--- src/rtl/mem_port_arbiter.sv ---
// Two-port round-robin arbiter sharing one main-memory port between cache controllers.
// Optional macro ARB_WB_PRIORITY_EN lets a write-back beat a refill read on contention.
module mem_port_arbiter #(
  parameter int ADDR_W = 16,
  parameter int DATA_W = 32
) (
  input  logic              clk,
  input  logic              reset,
  input  logic              req0,
  input  logic              rw0,
  input  logic [ADDR_W-1:0] addr0,
  input  logic [DATA_W-1:0] wdata0,
  input  logic              req1,
  input  logic              rw1,
  input  logic [ADDR_W-1:0] addr1,
  input  logic [DATA_W-1:0] wdata1,
  output logic              ack0,
  output logic              ack1,
  output logic [DATA_W-1:0] rdata,
  output logic              mem_req,
  output logic              mem_rw,
  output logic [ADDR_W-1:0] mem_addr,
  output logic [DATA_W-1:0] mem_wdata,
  input  logic              mem_ready,
  input  logic [DATA_W-1:0] mem_rdata,
  output logic              owner,
  output logic              busy,
  output logic [7:0]        grant_cnt0,
  output logic [7:0]        grant_cnt1,
  output logic [1:0]        state_dbg
);

  // Handshake: a port holds req high until it sees its one-cycle ack; mem_req stays
  // high with stable fields until the memory returns a single-cycle mem_ready.

  typedef enum logic [1:0] {
    IDLE = 2'd0,
    MEM  = 2'd1,
    RESP = 2'd2
  } state_t;

  state_t state;
  logic   rr_ptr;
  logic   win;

  assign state_dbg = state;

  always_comb begin
    win = rr_ptr;
    if (req0 && !req1) begin
      win = 1'b0;
    end else if (req1 && !req0) begin
      win = 1'b1;
    end
`ifdef ARB_WB_PRIORITY_EN
    else if (req0 && req1 && (rw0 != rw1)) begin
      win = rw1;
    end
`endif
  end

  always_ff @(posedge clk or negedge reset) begin
    if (!reset) begin
      state      <= IDLE;
      rr_ptr     <= 1'b0;
      owner      <= 1'b0;
      busy       <= 1'b0;
      mem_req    <= 1'b0;
      mem_rw     <= 1'b0;
      mem_addr   <= '0;
      mem_wdata  <= '0;
      ack0       <= 1'b0;
      ack1       <= 1'b0;
      rdata      <= '0;
      grant_cnt0 <= 8'd0;
      grant_cnt1 <= 8'd0;
    end else begin
      case (state)
        IDLE: begin
          if (req0 || req1) begin
            owner     <= win;
            mem_rw    <= win ? rw1 : rw0;
            mem_addr  <= win ? addr1 : addr0;
            mem_wdata <= win ? wdata1 : wdata0;
            mem_req   <= 1'b1;
            busy      <= 1'b1;
            state     <= MEM;
          end
        end
        MEM: begin
          if (mem_ready) begin
            // Write-backs leave rdata untouched so it keeps the last read value.
            if (!mem_rw) rdata <= mem_rdata;
            mem_req <= 1'b0;
            ack0    <= ~owner;
            ack1    <= owner;
            state   <= RESP;
          end
        end
        RESP: begin
          ack0   <= 1'b0;
          ack1   <= 1'b0;
          busy   <= 1'b0;
          rr_ptr <= ~owner;
          if (!owner && grant_cnt0 != 8'hFF) grant_cnt0 <= grant_cnt0 + 8'd1;
          if (owner && grant_cnt1 != 8'hFF) grant_cnt1 <= grant_cnt1 + 8'd1;
          state  <= IDLE;
        end
        default: state <= IDLE;
      endcase
    end
  end

endmodule

--- config.mk ---
export PLATFORM = sky130hd
export DESIGN_NAME = mem_port_arbiter
export DESIGN_NICKNAME = d
export VERILOG_FILES = /design/src/rtl/mem_port_arbiter.sv
export SDC_FILE = /design/constraint.sdc
export NUM_CORES = 1
export LEC_CHECK = 0
export ABC_AREA = 1
export BUFFER_PORTS_ARGS = -buffer_cell sky130_fd_sc_hd__buf_2
export CORE_ASPECT_RATIO = 0.8
export CORE_MARGIN = 1.5
export CORE_UTILIZATION = 35
export CTS_CLUSTER_SIZE = 14
export DETAILED_ROUTE_END_ITERATION = 8
export HOLD_SLACK_MARGIN = 0.15
export RECOVER_POWER = 25
export SLEW_MARGIN = 20
export SYNTH_ARGS = -nofsm -noshare
export SYNTH_HDL_FRONTEND = slang
export SYNTH_SLANG_ARGS = --single-unit
--- constraint.sdc ---
create_clock -name clk -period 3.8 [get_ports clk]
set_input_delay 0.76 -clock clk [delete_from_list [all_inputs] [get_ports clk]]
set_output_delay 0.76 -clock clk [all_outputs]
set_load 0.03 [all_outputs]
==> flow_summary.ini <==
[global_routing]
grt_pass1_vias = 4556
antenna_found_initial = 2
grt_pass1_wl_mm = 22.9
grt_max_degree = 59
grt_overflow = 0
grt_usage_pct = 19.1

[drt]
dr.pass1.iters = 4
drt-initial-drc-count = 296
drt-vias-per-instance = 4.56
route.detailed.wl_per_inst_microns = 13.1
via_count = 4930
postRouteAntennaNets = 0
drc = 0
wl_mm = 14.2

[run_status]
status = completed

[placement]
place_ws_ps = 1470
gp_congestion = 0.782
placed_cell_area_sq_um = 6390
port_buffers = 238
hpwl_mm = 10.0

[floorplan]
ios = 239
die-area_sq_um = 15300
dieWidth_microns = 138
start_util_pct = 35.8
core-area_sq_um = 14200
die_h_microns = 111
std_cell_rows = 39

[sta]
finalSetupTns_ps = 0
slew_violations = 0
rsz0062_at_grt = false
max_freq_mhz = 510
finClkSkew_ps = 4.60
setup_viol_count_final = 0
hold_violations = 0
setup_ws_ps = 1840
tightest_slew_ps = 1450
fin_crit_ps = 1960
relSlewSlack_pct = 3.58
period_share_pct = 51.6

[clock_tree]
numCtsBuffers = 9
cts_buffer_depth = 2
insertion_delay_ps = 340
root_buffer = clkbuf_16
clkTransAtPathRegs_ps = 70
cts.sinks = 105
cts_tree = done
post_cts_resize_count = 0
cts_setup_buffers = 0
htreeDepth = 3
hold_buffers = 0

[critical_path]
slowest_delay_ps = 670
setup.worst_path.start_class = input pin
required_ps = 4080
cp-end-kind = flip-flop
cp_slowest_cell = nand2_2
crit_type = in2reg
cp.arrival_ps = 2240
r2r_start = rr_ptr
path_cells = buf_2 > or2_2 > nand2_2 > nand2_1 > nand2_1 > nand2_1 > nand2_1
critPathLaunch = req1
crit_top_cell = nand2_1
worstPathMaxFanout = 50

[yosys]
muxShareOfSynthArea_pct = 0
syn_inst = 673
synthDistinctLibCells = 24
synth_xor_xnor_area_share_pct = 1.20
synth_area_per_cell_sq_um = 7.57
post_synth_fa_ha_maj_area_fraction_pct = 0.491
synth_compound_area_share_pct = 1.15
yosysWarnings = 0
synth_fp_nets = 810
seq_area_frac_synth_pct = 51.6
syn_area_sq_um = 5090
synth_top_family_by_area = simple AND/OR/NAND/NOR gates
synth-seq-cells = 105
synth-simple-area-share_pct = 40.2

[worst_hold_path]
hp-class = reg2reg
hp-start = rdata[19]

[final_layout]
antennaDiodeCount = 0
areaGrowthSynthToFinish_pct = 31.3
fin_area_sq_um = 6690
utilization_pct = 46.9
drive_gt1_share_pct = 31.4
final_nets = 1030

[power_and_ir_drop]
p_total_mw = 5.62
ir_drop_mv = 0.444
p_per_area_nw_per_um2 = 841
leakage_nw = 3.98

[job]
cap_violations = 0
## Yosys cell counts
cell type    n  area, sq um
nor2_2       2         12.5
nand2_1    381         1430
nand3b_1     3         22.5
a21oi_1      1         5.00
buf_6        3         33.8
ha_1         2         25.0
dfrtp_1    105         2630
nor2_1      13         48.8
or2_1        1         6.26
o21ai_0      2         10.0
inv_1       15         56.3
nand3_2     11          110
nand3_1     77          385
nand4_1      2         12.5
clkbuf_1     9         33.8
o21ai_1      7         35.0
buf_2       13         65.1
xnor2_1      3         26.3
inv_2        5         18.8
buf_1        2         7.51
nand2_2      3         18.8
xor2_1       4         35.0
buf_4        8         60.1
o21ai_2      1         8.76
## layer usage
metal  global-route usage (%)  routed length (microns)  up-vias
met2                     29.3                     6290      186
met4                     4.17                      151        2
met5                        0                       12        -
li1                         -                        -     2532
met3                     6.77                     1200       15
met1                     25.8                     6560     2195
## flip-flops by register name, summed over array words and instances (netlist names)
name,cells
owner,1
mem_addr,16
grant_cnt1,8
ack0,1
busy,1
mem_rw,1
rdata,32
mem_req,1
ack1,1
mem_wdata,32
rr_ptr,1
grant_cnt0,8
state_dbg,2
## report_power, final
part	switching (mW)	total, mW	internal [mW]	leakage, nW
clock network	0.401	0.945	0.544	0.148
logic	2.03	2.80	0.764	2.51
registers	0.284	1.88	1.60	1.32
## cells by family after synthesis
kind of cell	count (synthesis)
buffers and inverters	55
AO/OA/AOI/OAI	11
adder cells (fa/ha/maj)	2
flip-flops	105
AND/OR/NAND/NOR	493
XOR/XNOR	7
## path summary, 6_finish.rpt
check | end | slack [ps] | depth (start not counted)
max reg2reg | mem_wdata[1] | 1980 | 6
max in group asynchronous | mem_addr[11] | 2110 | 2
min in group asynchronous | grant_cnt1[5] | 740 | 1
min reg2reg | rdata[19] | 470 | 2
max | mem_wdata[1] | 1840 | 7
min | rdata[19] | 470 | 2
## critical path, delay by kind of cell
| family | cells | cell delay, ps |
|---|---|---|
| AND/OR/NAND/NOR | 6 | 1340 |
| buffers and inverters | 1 | 120 |
## layout by cell type (no fill, tap or decap), types with 4 or more instances in the layout
cell / n
nand2_2: 4
inv_1: 16
buf_4: 5
nand3_1: 77
nand2_1: 380
nor2_1: 13
buf_2: 237
clkbuf_16: 9
nand3_2: 11
dfrtp_1: 105
inv_2: 4
o21ai_1: 7
xor2_1: 4
## stage by stage
stage               hold WS [ps]  cells
detailed placement           456   1066
finish                       469   1081
global route                 486   1081
global placement             450   1066
floorplan                    464    673
CTS                          473   1081
## layout make-up
class / count / area (sq um)
fill: 1431 / 7560
sequential: 105 / 2630
multi-input combinational: 513 / 2200
timing repair buffer: 244 / 1250
clock buffer: 11 / 253
tap: 184 / 230
inverter: 20 / 75.1
clock inverter: 4 / 51.3
(Power assumes the default switching activity.)
